## src/rtl/mac_job_sched_pkg.sv

```systemverilog
// mac_sched_pkg: shared definitions for the MAC job scheduler slice.
//   - state_t   : scheduler FSM encoding (IDLE, RUN, DRAIN, DONE)
//   - DEF_LEN_W : default job length counter width
//   - DEF_ACC_W : default accumulator / result width
//   - NUM_REQ   : number of requesters sharing the MAC
//   - OP_W      : signed operand width
//   - req_onehot: requester id -> one-hot request vector
// Optional feature macro used by the slice: MAC_SAT_EN (saturating accumulate).
package mac_sched_pkg;

    localparam int unsigned DEF_LEN_W = 8;
    localparam int unsigned DEF_ACC_W = 19;
    localparam int unsigned NUM_REQ   = 2;
    localparam int unsigned OP_W      = 8;

    typedef enum logic [1:0] {
        IDLE  = 2'd0,
        RUN   = 2'd1,
        DRAIN = 2'd2,
        DONE  = 2'd3
    } state_t;

    function automatic logic [NUM_REQ-1:0] req_onehot(input logic id);
        return NUM_REQ'(1) << id;
    endfunction

endpackage

```

## src/rtl/mac_job_sched_if.sv

```systemverilog
// mac_job_sched_if: requester and result-sink signals of mac_job_sched.
//   master modport : requester front ends + result sink (drive requests/operands,
//                    consume results)
//   slave modport  : the scheduler itself
// Signals:
//   s_start[NUM_REQ]      job request per requester, held until s_grant
//   s_len[NUM_REQ*LEN_W]  job length per requester, slice i = [i*LEN_W +: LEN_W]
//   s_grant[NUM_REQ]      one-cycle grant pulse
//   s_valid/s_ready       per-requester operand handshake
//   s_a/s_b[NUM_REQ*8]    signed operands, slice i = [8i +: 8]
//   res_valid/res_ready   result handshake
//   res_data[ACC_W]       signed dot-product, res_id owner, res_ovf sticky overflow
interface mac_job_sched_if #(
    parameter int unsigned LEN_W = mac_sched_pkg::DEF_LEN_W,
    parameter int unsigned ACC_W = mac_sched_pkg::DEF_ACC_W
);
    import mac_sched_pkg::*;

    logic [NUM_REQ-1:0]       s_start;
    logic [NUM_REQ*LEN_W-1:0] s_len;
    logic [NUM_REQ-1:0]       s_grant;
    logic [NUM_REQ-1:0]       s_valid;
    logic [NUM_REQ*OP_W-1:0]  s_a;
    logic [NUM_REQ*OP_W-1:0]  s_b;
    logic [NUM_REQ-1:0]       s_ready;
    logic                     res_valid;
    logic                     res_ready;
    logic [ACC_W-1:0]         res_data;
    logic                     res_id;
    logic                     res_ovf;

    modport master (
        output s_start, s_len, s_valid, s_a, s_b, res_ready,
        input  s_grant, s_ready, res_valid, res_data, res_id, res_ovf
    );

    modport slave (
        input  s_start, s_len, s_valid, s_a, s_b, res_ready,
        output s_grant, s_ready, res_valid, res_data, res_id, res_ovf
    );

endinterface

```

## src/rtl/mac_job_sched_acc.sv

```systemverilog
// mac_acc_core: 2-stage signed 8x8 multiply-accumulate.
//   Stage 1 registers the operand pair when in_valid is high.
//   Stage 2 adds the sign-extended 16-bit product into acc when the stage-1
//   valid bit is set, and latches a sticky signed-overflow flag.
// Ports:
//   clk, rst      clock, synchronous active-high reset
//   clear         synchronous clear of pipeline, accumulator and overflow flag
//   in_valid      operand pair valid
//   in_a, in_b    signed 8-bit operands
//   acc           ACC_W-bit signed accumulator
//   ovf           sticky overflow since the last clear
// Config macro: MAC_SAT_EN -> clamp to the signed range on overflow instead of
// wrapping modulo 2^ACC_W.
module mac_acc_core #(
    parameter int unsigned ACC_W = mac_sched_pkg::DEF_ACC_W
) (
    input  logic                    clk,
    input  logic                    rst,
    input  logic                    clear,
    input  logic                    in_valid,
    input  logic signed [7:0]       in_a,
    input  logic signed [7:0]       in_b,
    output logic signed [ACC_W-1:0] acc,
    output logic                    ovf
);
    logic signed [7:0]       a_q;
    logic signed [7:0]       b_q;
    logic                    v_q;
    logic signed [15:0]      prod;
    logic signed [ACC_W-1:0] prod_ext;
    logic signed [ACC_W-1:0] sum;
    logic signed [ACC_W-1:0] acc_next;
    logic                    add_ovf;

    always_comb begin
        prod     = a_q * b_q;
        prod_ext = {{(ACC_W-16){prod[15]}}, prod};
        sum      = acc + prod_ext;
        // Overflow: operands agree in sign but the sum does not.
        add_ovf  = (acc[ACC_W-1] == prod_ext[ACC_W-1]) &&
                   (sum[ACC_W-1] != acc[ACC_W-1]);
`ifdef MAC_SAT_EN
        if (add_ovf) begin
            acc_next = acc[ACC_W-1] ? {1'b1, {(ACC_W-1){1'b0}}}
                                    : {1'b0, {(ACC_W-1){1'b1}}};
        end else begin
            acc_next = sum;
        end
`else
        acc_next = sum;
`endif
    end

    always_ff @(posedge clk) begin
        if (rst || clear) begin
            a_q <= '0;
            b_q <= '0;
            v_q <= 1'b0;
            acc <= '0;
            ovf <= 1'b0;
        end else begin
            v_q <= in_valid;
            if (in_valid) begin
                a_q <= in_a;
                b_q <= in_b;
            end
            if (v_q) begin
                acc <= acc_next;
                ovf <= ovf | add_ovf;
            end
        end
    end

endmodule

```

## src/rtl/mac_job_sched.sv

```systemverilog
// mac_job_sched: round-robin job scheduler sharing one 2-stage signed MAC
// between two requesters.
//   A requester raises s_start with a job length; the scheduler grants one job
//   at a time (ties broken by the round-robin pointer), clears the accumulator,
//   streams the owner's operand pairs into mac_acc_core and returns the sum,
//   owner id and sticky overflow on the res_* valid/ready port.
// Ports:
//   clk, rst   clock, synchronous active-high reset (aborts any job)
//   bus        mac_job_sched_if.slave (request, operand and result signals)
//   busy       high whenever the FSM is not IDLE
// Config macro: MAC_SAT_EN (forwarded to mac_acc_core, saturating accumulate).
module mac_job_sched #(
    parameter int unsigned LEN_W = mac_sched_pkg::DEF_LEN_W,
    parameter int unsigned ACC_W = mac_sched_pkg::DEF_ACC_W
) (
    input  logic            clk,
    input  logic            rst,
    mac_job_sched_if.slave  bus,
    output logic            busy
);
    import mac_sched_pkg::*;

    state_t                  state_q;
    state_t                  state_d;
    logic                    owner_q;
    logic                    prio_q;
    logic [LEN_W-1:0]        cnt_q;
    logic [NUM_REQ-1:0]      grant_q;

    logic                    any_start;
    logic                    winner;
    logic [LEN_W-1:0]        win_len;
    logic                    grant_fire;
    logic                    accept;
    logic                    res_fire;
    logic [NUM_REQ-1:0]      ready;
    logic signed [OP_W-1:0]  op_a;
    logic signed [OP_W-1:0]  op_b;
    logic signed [ACC_W-1:0] acc;
    logic                    acc_ovf;

    // Arbitration: pointer wins a tie, otherwise the lone requester wins.
    always_comb begin
        any_start = |bus.s_start;
        if (&bus.s_start) begin
            winner = prio_q;
        end else begin
            winner = bus.s_start[1];
        end
        win_len = winner ? bus.s_len[LEN_W +: LEN_W] : bus.s_len[0 +: LEN_W];
    end

    always_comb begin
        ready = '0;
        if (state_q == RUN) begin
            ready = req_onehot(owner_q);
        end
        op_a       = owner_q ? bus.s_a[OP_W +: OP_W] : bus.s_a[0 +: OP_W];
        op_b       = owner_q ? bus.s_b[OP_W +: OP_W] : bus.s_b[0 +: OP_W];
        grant_fire = (state_q == IDLE) && any_start;
        accept     = (state_q == RUN) && bus.s_valid[owner_q];
        res_fire   = (state_q == DONE) && bus.res_ready;
    end

    always_comb begin
        state_d = state_q;
        case (state_q)
            IDLE: begin
                if (any_start) begin
                    state_d = (win_len == '0) ? DONE : RUN;
                end
            end
            RUN: begin
                if (accept && (cnt_q == LEN_W'(1))) begin
                    state_d = DRAIN;
                end
            end
            // One cycle for the last pair to move from stage 1 into acc.
            DRAIN: state_d = DONE;
            DONE: begin
                if (bus.res_ready) begin
                    state_d = IDLE;
                end
            end
            default: state_d = IDLE;
        endcase
    end

    always_ff @(posedge clk) begin
        if (rst) begin
            state_q <= IDLE;
            owner_q <= 1'b0;
            prio_q  <= 1'b0;
            cnt_q   <= '0;
            grant_q <= '0;
        end else begin
            state_q <= state_d;
            grant_q <= '0;
            if (grant_fire) begin
                owner_q <= winner;
                cnt_q   <= win_len;
                grant_q <= req_onehot(winner);
            end
            if (accept) begin
                cnt_q <= cnt_q - LEN_W'(1);
            end
            if (res_fire) begin
                prio_q <= !owner_q;
            end
        end
    end

    mac_acc_core #(
        .ACC_W (ACC_W)
    ) u_acc (
        .clk      (clk),
        .rst      (rst),
        .clear    (grant_fire),
        .in_valid (accept),
        .in_a     (op_a),
        .in_b     (op_b),
        .acc      (acc),
        .ovf      (acc_ovf)
    );

    // acc does not move in DONE, so the result needs no separate holding register.
    always_comb begin
        bus.s_grant   = grant_q;
        bus.s_ready   = ready;
        bus.res_valid = (state_q == DONE);
        bus.res_data  = acc;
        bus.res_id    = owner_q;
        bus.res_ovf   = acc_ovf;
        busy          = (state_q != IDLE);
    end

endmodule

```

## src/flat_wrapper.sv

```systemverilog
// flat-port wrapper written by rule: the top's interface ports become plain ports
module mac_job_sched_flat import mac_sched_pkg::*;
#(
    parameter int unsigned LEN_W = mac_sched_pkg::DEF_LEN_W,
    parameter int unsigned ACC_W = mac_sched_pkg::DEF_ACC_W
)
  (clk, rst, busy, bus_s_start, bus_s_len, bus_s_valid, bus_s_a, bus_s_b, bus_res_ready, bus_s_grant, bus_s_ready, bus_res_valid, bus_res_data, bus_res_id, bus_res_ovf);
  mac_job_sched_if #(.LEN_W(LEN_W), .ACC_W(ACC_W)) bus_i ();
  input  logic clk;
  input  logic rst;
  output logic busy;
  input wire logic [$bits(bus_i.s_start)-1:0] bus_s_start;
  input wire logic [$bits(bus_i.s_len)-1:0] bus_s_len;
  input wire logic [$bits(bus_i.s_valid)-1:0] bus_s_valid;
  input wire logic [$bits(bus_i.s_a)-1:0] bus_s_a;
  input wire logic [$bits(bus_i.s_b)-1:0] bus_s_b;
  input wire logic [$bits(bus_i.res_ready)-1:0] bus_res_ready;
  output wire logic [$bits(bus_i.s_grant)-1:0] bus_s_grant;
  output wire logic [$bits(bus_i.s_ready)-1:0] bus_s_ready;
  output wire logic [$bits(bus_i.res_valid)-1:0] bus_res_valid;
  output wire logic [$bits(bus_i.res_data)-1:0] bus_res_data;
  output wire logic [$bits(bus_i.res_id)-1:0] bus_res_id;
  output wire logic [$bits(bus_i.res_ovf)-1:0] bus_res_ovf;
  assign bus_i.s_start = bus_s_start;
  assign bus_i.s_len = bus_s_len;
  assign bus_i.s_valid = bus_s_valid;
  assign bus_i.s_a = bus_s_a;
  assign bus_i.s_b = bus_s_b;
  assign bus_i.res_ready = bus_res_ready;
  assign bus_s_grant = bus_i.s_grant;
  assign bus_s_ready = bus_i.s_ready;
  assign bus_res_valid = bus_i.res_valid;
  assign bus_res_data = bus_i.res_data;
  assign bus_res_id = bus_i.res_id;
  assign bus_res_ovf = bus_i.res_ovf;
  mac_job_sched #(.LEN_W(LEN_W), .ACC_W(ACC_W)) u_core (.clk(clk), .rst(rst), .bus(bus_i), .busy(busy));
endmodule
```

## config.mk

```make
export PLATFORM = sky130hd
export DESIGN_NAME = mac_job_sched_flat
export DESIGN_NICKNAME = d
export VERILOG_FILES = /design/src/rtl/mac_job_sched_pkg.sv /design/src/rtl/mac_job_sched_if.sv /design/src/rtl/mac_job_sched_acc.sv /design/src/rtl/mac_job_sched.sv /design/src/flat_wrapper.sv
export SDC_FILE = /design/constraint.sdc
export NUM_CORES = 1
export LEC_CHECK = 0
export ABC_AREA = 1
export CAP_MARGIN = 20
export CELL_PAD_IN_SITES_DETAIL_PLACEMENT = 1
export CELL_PAD_IN_SITES_GLOBAL_PLACEMENT = 1
export CORE_MARGIN = 2
export CORE_UTILIZATION = 41
export CTS_CLUSTER_DIAMETER = 80
export DETAILED_ROUTE_END_ITERATION = 10
export PLACE_DENSITY = 0.81
export REMOVE_ABC_BUFFERS = 1
export SYNTH_ARGS = -nofsm -noshare
export SYNTH_HDL_FRONTEND = slang
export SYNTH_SLANG_ARGS = --single-unit
```

## constraint.sdc

```tcl
create_clock -name clk -period 7.1 [get_ports clk]
set_input_delay 1.42 -clock clk [delete_from_list [all_inputs] [get_ports clk]]
set_output_delay 1.42 -clock clk [all_outputs]
set_load 0.05 [all_outputs]
```

# --- Yosys cells after proc, flatten, opt, wreduce, memory -nomap -nowiden ---
# Cells that the tools add are included.
# W data, S select, Z words.
op_classes:
  shifts: 2
  multipliers: 1
  magnitude_cmp: 1
  bitwise: 2
  add_sub_neg: 2
  n_mux: 14
  reduce_logical: 15
  eq_ne: 9
ops:
  columns: ["operator", "n"]
  rows:
  - ["$mux W8", 5]
  - ["$add A19 B16 Y19", 1]
  - ["$mul A8 B8 Y16", 1]
  - ["$mux W2", 5]
  - ["$eq A8 B1 Y1 const B", 1]
  - ["$logic_not A8 Y1", 1]
  - ["$pmux W2 S4", 1]
  - ["$sub A8 B1 Y8 const B", 1]
  - ["$logic_and A1 B1 Y1", 5]
  - ["$eq A2 B2 Y1 const B", 2]
  - ["$ne A2 B2 Y1 const B", 2]
  - ["$reduce_bool A2 Y1", 2]
  - ["$reduce_or A2 Y1", 2]
  - ["$shl A1 B1 Y2 const A", 2]
  - ["$mux W1", 3]
  - ["$reduce_and A3 Y1", 1]
  - ["$eq A2 B1 Y1 const B", 1]
  - ["$logic_not A2 Y1", 1]
  - ["$lt A1 B2 Y1 const B", 1]
  - ["$ne A2 B1 Y1 const B", 1]
  - ["$reduce_and A2 Y1", 1]
  - ["$eq A1 B1 Y1", 1]
  - ["$logic_not A1 Y1", 1]
  - ["$logic_or A1 B1 Y1", 1]
  - ["other kinds (3)", 3]
totals:
  in_bits: 55
  word_cells: 56
  regBits: 51
  out_inout_bits: 27

# --- Depth between registers and ports, before layout ---
# Gate-level depths: netlist (run 1).
depth:
  depth_word: 7
  depth_mapped: 34
  mapped_depth_nobuf: 33

# --- Hierarchy ---
# A second synthesis (run 1) with hierarchy kept.
unflattened:
  cells_unflattened: 981
  hier_area_um2: 6361.1
modules_own_cells:
  columns: ["mod", "n_inst", "area_each_um2", "cells_per_inst"]
  rows:
  - ["mac_acc_core", 1, 5136.2, 759]
  - ["mac_job_sched", 1, 1224.9, 222]

# --- Worst setup path before layout (run 1) ---
# No wires, ideal clock.
synth_path:
  path_kind: "register to register"
  startpoint: "register u_core.u_acc.a_q[0]"
  endpoint: "register u_core.u_acc.ovf"
  setup_ns: 0.120
  t_arrival_ns: 5.351
  period_less_slack_ns: 5.471
  slack_ns: 1.629
  path_buffers: 1
  path_stages_with_launch: 29
  cell_sequence: "dfxtp_1 > clkbuf_1 > or2_2 > fa_1 > fa_1 > inv_1 > fa_1 > inv_1 > fa_1 > inv_1 > ha_1 > a21o_1 > nand2_1 > nand2_1 > a21oi_1 > nor2_1 > o21ai_0 > nand2_1 > xnor2_1 > inv_1 > ha_1 > nand2_1 > nor2_1 > nand2_1 > nor3_1 > nand3b_1 > nand2_1 > nand3_1 > a21oi_1"
synth_via:
  elab_chain_cells: 5
  elab_cells_between_ends: 6
  cone_classes: "1 x add/sub; 1 x mul; 2 x eq/ne; 1 x bitwise; 1 x reduce/logical"
synth_lines:
  columns: ["element", "line", "rtl"]
  rows:
  - ["start, declared", "mac_job_sched_acc.sv:26", "logic signed [7:0] a_q;"]
  - ["start signal, assigned", "mac_job_sched_acc.sv:64", "a_q <= in_a;"]
  - ["$mul A8 B8 Y16 (*)", "mac_job_sched_acc.sv:36", "prod = a_q * b_q;"]
  - ["$add A19 B16 Y19", "mac_job_sched_acc.sv:38", "sum = acc + prod_ext;"]
  - ["$ne A1 B1 Y1", "mac_job_sched_acc.sv:41", "(sum[ACC_W-1] != acc[ACC_W-1]);"]
  - ["$logic_and A1 B1 Y1 (*)", "mac_job_sched_acc.sv:40", "add_ovf = (acc[ACC_W-1] == prod_ext[ACC_W-1]) &&"]
  - ["$or A1 B1 Y1 (*)", "mac_job_sched_acc.sv:69", "ovf <= ovf | add_ovf;"]
  - ["end signal, assigned", "mac_job_sched_acc.sv:69", null]
  - ["end, declared", "mac_job_sched_acc.sv:24", "output logic ovf"]
# Every way passes the cells marked *; elsewhere a longest branch is shown, timed or not.
# A chain may end at the register's enable or synchronous reset.

# --- Worst setup path in the final report (run 1) ---
layout_path:
  startpoint: "register u_core.u_acc.b_q[7]"
  endpoint: "register u_core.u_acc.ovf"
layout_via:
  elab_chain_cells: 5
  elab_cells_between_ends: 6
  cone_classes: "1 x add/sub; 1 x mul; 2 x eq/ne; 1 x bitwise; 1 x reduce/logical"
layout_lines:
  columns: ["element", "line", "rtl"]
  rows:
  - ["start, declared", "mac_job_sched_acc.sv:27", "logic signed [7:0] b_q;"]
  - ["start signal, assigned", "mac_job_sched_acc.sv:65", "b_q <= in_b;"]
  - ["$mul A8 B8 Y16 (*)", "mac_job_sched_acc.sv:36", null]
  - ["$add A19 B16 Y19", "mac_job_sched_acc.sv:38", null]
  - ["$ne A1 B1 Y1", "mac_job_sched_acc.sv:41", null]
  - ["$logic_and A1 B1 Y1 (*)", "mac_job_sched_acc.sv:40", null]
  - ["$or A1 B1 Y1 (*)", "mac_job_sched_acc.sv:69", null]
# Marked as above.

==> results of run 1 <==
[worst max-delay path: cells and delay by family (launching register included)]
family	cells	cell delay (ps)
flip-flops	1	370
buffers and inverters	5	350
XOR/XNOR	1	140
AND/OR/NAND/NOR	12	1540
AO/OA/AOI/OAI	4	580
adder cells (fa/ha/maj)	6	2810
[per-layer routing]
layer,track usage,wire length [um],part of all wire
met1,0.269,7380,0.45
met4,0.0517,240,0.015
met2,0.403,8100,0.50
met5,0,0,0
met3,0.0278,495,0.031
[logic make-up (layout without fill, tap and decap cells)]
| group | count (synthesis) | in the layout | share of synthesized area |
|---|---|---|---|
| xor gates and xnor gates | 19 | 19 | 0.0270 |
| DFF | 51 | 51 | 0.166 |
| muxes | 2 | 2 | 0.00325 |
| buffers and inverters | 249 | 309 | 0.157 |
| and+or+nand+nor | 348 | 348 | 0.228 |
| adders and majority gates | 110 | 110 | 0.291 |
| AOI/OAI and AO/OA | 134 | 134 | 0.127 |
[layout by cell type, fill, tap and decap left out, drive strengths merged, types with 8 or more instances in the layout]
master | Yosys | layout
ha | 54 | 54
nand3 | 32 | 32
dfxtp | 51 | 51
fa | 56 | 56
nor2 | 88 | 88
a31oi | 19 | 19
nand4 | 8 | 8
inv | 217 | 218
xor2 | 14 | 14
nand2 | 210 | 210
a21oi | 45 | 45
clkdlybuf4s50 | 0 | 81
o21ai | 49 | 49
[layout make-up]
| type | count | area [um^2] |
|---|---|---|
| multi-input combinational | 613 | 4170 |
| timing repair buffer | 83 | 826 |
| clock buffer | 5 | 125 |
| tap | 184 | 230 |
| clock inverter | 3 | 46.3 |
| fill | 1890 | 7350 |
| inverter | 218 | 818 |
| sequential | 51 | 1020 |
[power by group]
| part | switching (mW) | leakage, nW | internal (mW) |
|---|---|---|---|
| Combinational | 0.413 | 3.53 | 0.234 |
| Clock | 0.130 | 0.0804 | 0.168 |
| Sequential | 0.0743 | 0.414 | 0.335 |
| Total | 0.617 | 4.03 | 0.736 |
[per-stage QoR]
step,hold slack (ps),worst slack [ps],total power [mW],instances
floorplan,450,1620,0.854,882
global placement,475,1330,1.05,1149
detailed placement,475,1180,1.07,1149
CTS,496,1180,1.37,1157
global route,508,719,1.47,1157
finish,486,1180,1.35,1157
[how the worst max path moves through the flow]
stage                                                start                                 to  cells after the start
after floorplan           u_core.u_acc.b_q[7]$_SDFFE_PP0P_      u_core.u_acc.ovf$_SDFFE_PP0P_                     28
after global placement    u_core.u_acc.b_q[7]$_SDFFE_PP0P_      u_core.u_acc.ovf$_SDFFE_PP0P_                     28
after detailed placement  u_core.u_acc.b_q[7]$_SDFFE_PP0P_      u_core.u_acc.ovf$_SDFFE_PP0P_                     28
after CTS                 u_core.u_acc.b_q[7]$_SDFFE_PP0P_      u_core.u_acc.ovf$_SDFFE_PP0P_                     28
after global routing      u_core.u_acc.b_q[7]$_SDFFE_PP0P_  u_core.u_acc.acc[17]$_SDFFE_PP0P_                     27
final                     u_core.u_acc.b_q[7]$_SDFFE_PP0P_      u_core.u_acc.ovf$_SDFFE_PP0P_                     28
[sequential cells by signal (all words and copies together), names as in the netlist]
register	count
u_core.u_acc.v_q	1
u_core.u_acc.ovf	1
u_core.bus.s_grant	2
u_core.u_acc.a_q	8
u_core.prio_q	1
u_core.bus.res_id	1
u_core.state_q	2
u_core.u_acc.b_q	8
u_core.cnt_q	8
u_core.u_acc.acc	19
==> summary.md, run 1 <==
| Metric | Value |
|---|---|
| Worst r2r dst | `u_core.u_acc.ovf$_SDFFE_PP0P_` |
| Setup crit end kind | `register` |
| Initial Util | `0.423` |
| Core ar. | `14600 um^2` |
| Worst r2r path cells | `28` |
| Total CTS buffers | `5` |
| Post-CTS Setup Inserts | `0` |
| # DRC | `0` |
| FF-to-FF Start | `u_core.u_acc.b_q[7]$_SDFFE_PP0P_` |
| Layout Utilization | `0.496` |
| Average vias per placed instance | `5.00` |
| Critical path required time | `7290 ps` |
| Clk Latency, worst-skew pair | `310 ps` |
| Yosys top cell by area | `fa_1` |
| Die Y | `127 um` |
| CTS Hold Bufs | `0` |
| Number of synthesized flops with an enable pin | `0` |
| Antenna cells | `0` |
| I/O Buffers | `81` |
| Yosys warning count | `0` |
| Sequential area share after synthesis | `0.166` |
| Row count | `44` |
| CTS tree | `yes` |
| Crit path time final | `5920 ps` |
| Top area cells in the synthesized netlist | `fa_1 18%, dfxtp_1 17%, inv_1 13%` |
| Worst Max-Slew Pin Slew | `840 ps` |
| Synth unique cells | `45` |
| Placer Congestion | `0.871` |
| Top cells by count, synth | `212 x inv_1, 209 x nand2_1, 86 x nor2_1` |
| Setup violations, final | `0` |
| Commonest register cell after synthesis | `dfxtp_1` |
| Worst hold path depth | `2` |
| Largest net degree at the start of global routing | `40` |
| Nets | `1137` |
| Worst reg-to-reg setup slack | `1180 ps` |
| Synth-to-Final Area Change | `17.4%` |
| Max Cap Viol | `0` |
| Pre-antenna DRT Iters | `4` |
| Final Cell Area | `7240 um^2` |
| Num Clock Sinks | `51` |
| Peak VDD IR | `158 uV` |
| CP Class | `register to register` |
| Hold Path Sink | `u_core.u_acc.ovf$_SDFFE_PP0P_` |
| Hpwl dp | `13300 um` |
| CP max-delay cell | `fa_1` |
| Post-route ant nets | `0` |
| Final WL | `16200 um` |
| Antenna violations before repair | `0` |
| Clock Skews | `10.1 ps` |
| Initial DRC count | `183` |
| Number of global-route vias before repair | `6194` |
| Top Ports | `82` |
| Placement Cell Area | `7070 um^2` |
| Post-synth design cell area | `6160 um^2` |
| Status | `finished, final reports clean` |
| CP arrival | `6110 ps` |
| Top-area cell type share of the netlist area | `0.182` |
| H-tree levels | `2` |
| Via count | `5788` |
| Pwr/cell area | `187 nW/um^2` |
| Layout cells sized above 1 | `0.0277` |
| GRT Total Usage | `0.218` |
| Max incr delay on CP | `540 ps` |
| Setup crit start kind | `register` |
| GRT overflow | `0` |
| P_leak | `4.03 nW` |
| Reg clk slew, reported paths | `80 ps` |
| Setup TNS | `0 ps` |
| Worst min-delay path category | `register to register` |
| CP most frequent cell | `nand2_1` |
| RSZ-0062 raised after global routing | `no` |
| Leading cell type by number of instances after synthesis | `inv_1` |
| First-pass GRT wire length | `28700 um` |
| Highest clock rate | `169 MHz` |
| FFs w/ async S/R, synth | `0` |
| Relative slew slack | `0.440` |
| CP Max Fanout | `8` |
| Post-cts gate resize count | `0` |
| Avg Cell Area, Syn | `6.75 um^2` |
| Final Hold Vio Count | `0` |
| Routed length per instance | `14.0 um` |
| Yosys reg bits | `51` |
| Pins Over Slew Limit | `0` |
| Die area | `16000 um^2` |
| Clock Path Buffers | `2` |
| Die extent in x | `127 um` |
| Hold Startpoint | `u_core.u_acc.ovf$_SDFFE_PP0P_` |
| Post-Synthesis Cells | `913` |
| Clk root buf | `clkbuf_16` |
| Tcrit/Tclk final | `0.834` |
Power figures use the tool's default switching activity.
==> run 2: changes to the inputs <==
CORE_UTILIZATION = 37   (was 41)
PLACE_DENSITY = 0.77   (was 0.81)
clock period = 4.8 ns   (was 7.1 ns; I/O delays follow)
==> run 2 against run 1 <==
Compared with the run above:
- the flow now finishes with violations (setup timing)
- via count grew 21%
- largest power group unchanged
- cell area grew 24%
- clock-buffer cell count grew 2
- sequential power grew 46%
- core utilization grew 4.9 points
- global-route usage grew 2.9 points
- setup slack lost 2100 ps
==> summary.md, run 2 (same netlist as run 1, synthesis figures left out) <==
| Metric | Value |
|---|---|
| # DRC | `0 (unchanged)` |
| Initial Util | `0.376 (was 0.423)` |
| Worst Max-Slew Pin Slew | `1080 ps (was 840 ps)` |
| Setup crit end kind | `register (unchanged)` |
| Placer Congestion | `0.828 (was 0.871)` |
| Initial DRC count | `507 (was 183)` |
| Setup WS post-layout | `-884 ps (was 1180 ps)` |
| GRT Total Usage | `0.248 (was 0.218)` |
| Layout cells sized above 1 | `0.265 (was 0.0277)` |
| First-pass GRT wire length | `35100 um (was 28700 um)` |
| Setup violations, final | `14 (was 0)` |
| Number of flip-flops in the largest register | `19 (unchanged)` |
| Die area | `17700 um^2 (was 16000 um^2)` |
| Final Hold Vio Count | `0 (unchanged)` |
| Most common cell after layout, fill and taps aside | `inv_1 (unchanged)` |
| RSZ-0062 raised after global routing | `yes (was no)` |
| Hold Path Sink | `u_core.u_acc.ovf$_SDFFE_PP0P_ (unchanged)` |
| Register area | `1060 um^2 (was 1020 um^2)` |
| CP arrival | `5880 ps (was 6110 ps)` |
| Die extent in x | `133 um (was 127 um)` |
| Number of global-route vias before repair | `7267 (was 6194)` |
| Worst hold path depth | `2 (unchanged)` |
| Via count | `6993 (was 5788)` |
| Hold Startpoint | `u_core.u_acc.ovf$_SDFFE_PP0P_ (unchanged)` |
| Post-route ant nets | `0 (unchanged)` |
| CTS Hold Bufs | `0 (unchanged)` |
| I/O Buffers | `81 (unchanged)` |
| Hpwl dp | `15200 um (was 13300 um)` |
| Clk root buf | `clkbuf_16 (unchanged)` |
| Antenna cells | `0 (unchanged)` |
| Cell family with most CP delay | `adder cells (unchanged)` |
| Antenna violations before repair | `0 (unchanged)` |
| Pwr/cell area | `270 nW/um^2 (was 187 nW/um^2)` |
| Placed Cells | `1264 (was 1149)` |
| P_leak | `4.77 nW (was 4.03 nW)` |
| Area of the multi-input gates | `5000 um^2 (was 4170 um^2)` |
| Synth-to-Final Area Change | `45.2% (was 17.4%)` |
| GRT overflow | `0 (unchanged)` |
| Pwr Total | `2.41 mW (was 1.35 mW)` |
| Relative slew slack | `0.277 (was 0.440)` |
| FF-to-FF Start | `u_core.u_acc.b_q[2]$_SDFFE_PP0P_ (was u_core.u_acc.b_q[7]$_SDFFE_PP0P_)` |
| Highest clock rate | `176 MHz (was 169 MHz)` |
| Pins Over Slew Limit | `0 (unchanged)` |
| Total CTS buffers | `5 (unchanged)` |
| Reg clk slew, reported paths | `80 ps (about the same)` |
| Crit path buffers/inverters | `11 (was 5)` |
| Crit path time final | `5680 ps (was 5920 ps)` |
| H-tree levels | `2 (unchanged)` |
| Row count | `47 (was 44)` |
| Biggest register | `u_core.u_acc.acc (unchanged)` |
| Status | `finished with violations (was finished, final reports clean)` |
| Fillers | `2014 (was 1890)` |
| Failing checks | `setup timing` |
| Worst reg-to-reg setup slack | `-880 ps (was 1180 ps)` |
| Top Ports | `82 (unchanged)` |
| Largest net degree at the start of global routing | `40 (unchanged)` |
| Setup crit start kind | `register (unchanged)` |
| Non-Filler Instances | `1296 (was 1157)` |
| Critical path required time | `5000 ps (was 7290 ps)` |
| Worst min-delay path category | `register to register (unchanged)` |
| CP max-delay cell | `fa_1 (unchanged)` |
| Core ar. | `16400 um^2 (was 14600 um^2)` |
| Worst r2r path cells | `28 (unchanged)` |
| Routed length per instance | `21.0 um (was 14.0 um)` |
| Peak VDD IR | `234 uV (was 158 uV)` |
| Die Y | `133 um (was 127 um)` |
| Worst r2r dst | `u_core.u_acc.acc[13]$_SDFFE_PP0P_ (was u_core.u_acc.ovf$_SDFFE_PP0P_)` |
| Clk Latency, worst-skew pair | `310 ps (about the same)` |
| Clock Path Buffers | `2 (unchanged)` |
| Num Clock Sinks | `51 (unchanged)` |
| Final WL | `27200 um (was 16200 um)` |
| Most frequent cells in the layout | `187 x inv_1, 179 x nand2_1, 91 x buf_4, 81 x clkdlybuf4s50_1, 63 x nor2_1 (was 212 x inv_1, 209 x nand2_1, 86 x nor2_1, 81 x clkdlybuf4s50_1, 56 x fa_1)` |
| Tcrit/Tclk final | `1.18 (was 0.834)` |
| Max incr delay on CP | `580 ps (was 540 ps)` |
| Nets | `1240 (was 1137)` |
| CP Max Fanout | `5 (was 8)` |
| CP Class | `register to register (unchanged)` |
| Average vias per placed instance | `5.40 (was 5.00)` |
| Max Cap Viol | `0 (unchanged)` |
| CTS tree | `yes (unchanged)` |
| Pre-antenna DRT Iters | `5 (was 4)` |
| Clock Skews | `9.23 ps (was 10.1 ps)` |
## run 2: changes by cell type in the layout (fill, tap and decap cells not counted), moves of 17 or more
cell,delta
nand2_2,+17
inv_2,+23
buf_4,+89
a21oi_1,-20
nor2_1,-23
ha_1,-19
nand2_1,-30
inv_1,-25
ha_4,+18
## run 2: worst min-delay path: cells and delay by family, from the launching register on
kind                   cells  cell delay, ps
flip-flops                 1             320
AO/OA/AOI/OAI              1              60
buffers and inverters      1              50
## run 2: worst max path at each step
stage / start / end / depth (start not counted)
floorplan: u_core.u_acc.b_q[7]$_SDFFE_PP0P_ / u_core.u_acc.ovf$_SDFFE_PP0P_ / 28
global placement: u_core.u_acc.b_q[7]$_SDFFE_PP0P_ / u_core.u_acc.ovf$_SDFFE_PP0P_ / 28
detailed placement: u_core.u_acc.b_q[7]$_SDFFE_PP0P_ / u_core.u_acc.ovf$_SDFFE_PP0P_ / 28
CTS: u_core.u_acc.b_q[2]$_SDFFE_PP0P_ / u_core.u_acc.acc[17]$_SDFFE_PP0P_ / 28
global route: u_core.u_acc.a_q[5]$_SDFFE_PP0P_ / u_core.u_acc.acc[17]$_SDFFE_PP0P_ / 26
finish: u_core.u_acc.b_q[2]$_SDFFE_PP0P_ / u_core.u_acc.acc[13]$_SDFFE_PP0P_ / 28
## run 2: repair_timing
item	4_1_cts	5_1_grt
setup endpoints to repair	12	13
pin swaps	80	55
buffers inserted	10	15
resized for setup	134	98
## run 2: metrics by stage
stage / setup TNS [ps] / setup slack (ps) / hold slack, ps / area (um^2) / utilization
CTS: -3200 / -399 / 471 / 8480 / 0.517
global route: -10430 / -998 / 483 / 8950 / 0.546
detailed placement: -8010 / -895 / 457 / 7710 / 0.470
finish: -8760 / -884 / 471 / 8950 / 0.546
floorplan: -4770 / -675 / 450 / 6010 / -
global placement: -6400 / -694 / 465 / 7710 / 0.470
## run 2: report_power, final
part	switching (mW)	total [mW]	internal, mW
sequential	0.0951	0.597	0.501
combinational	0.859	1.44	0.580
clock	0.184	0.378	0.194
total	1.14	2.41	1.28
## run 2: metal layers
layer	wire (um)	track usage
met5	0	0
met4	1720	0.0980
met3	1340	0.0360
met2	14200	0.480
met1	9930	0.268
## run 2: final cells by class
type,instances,share of cell area
clock buffers,7,0.0148
clock inverters,1,0.000559
flip-flops and latches,51,0.119
well taps,220,0.0307
inverters,218,0.0920
multi-input cells,613,0.558
repair buffers,186,0.185
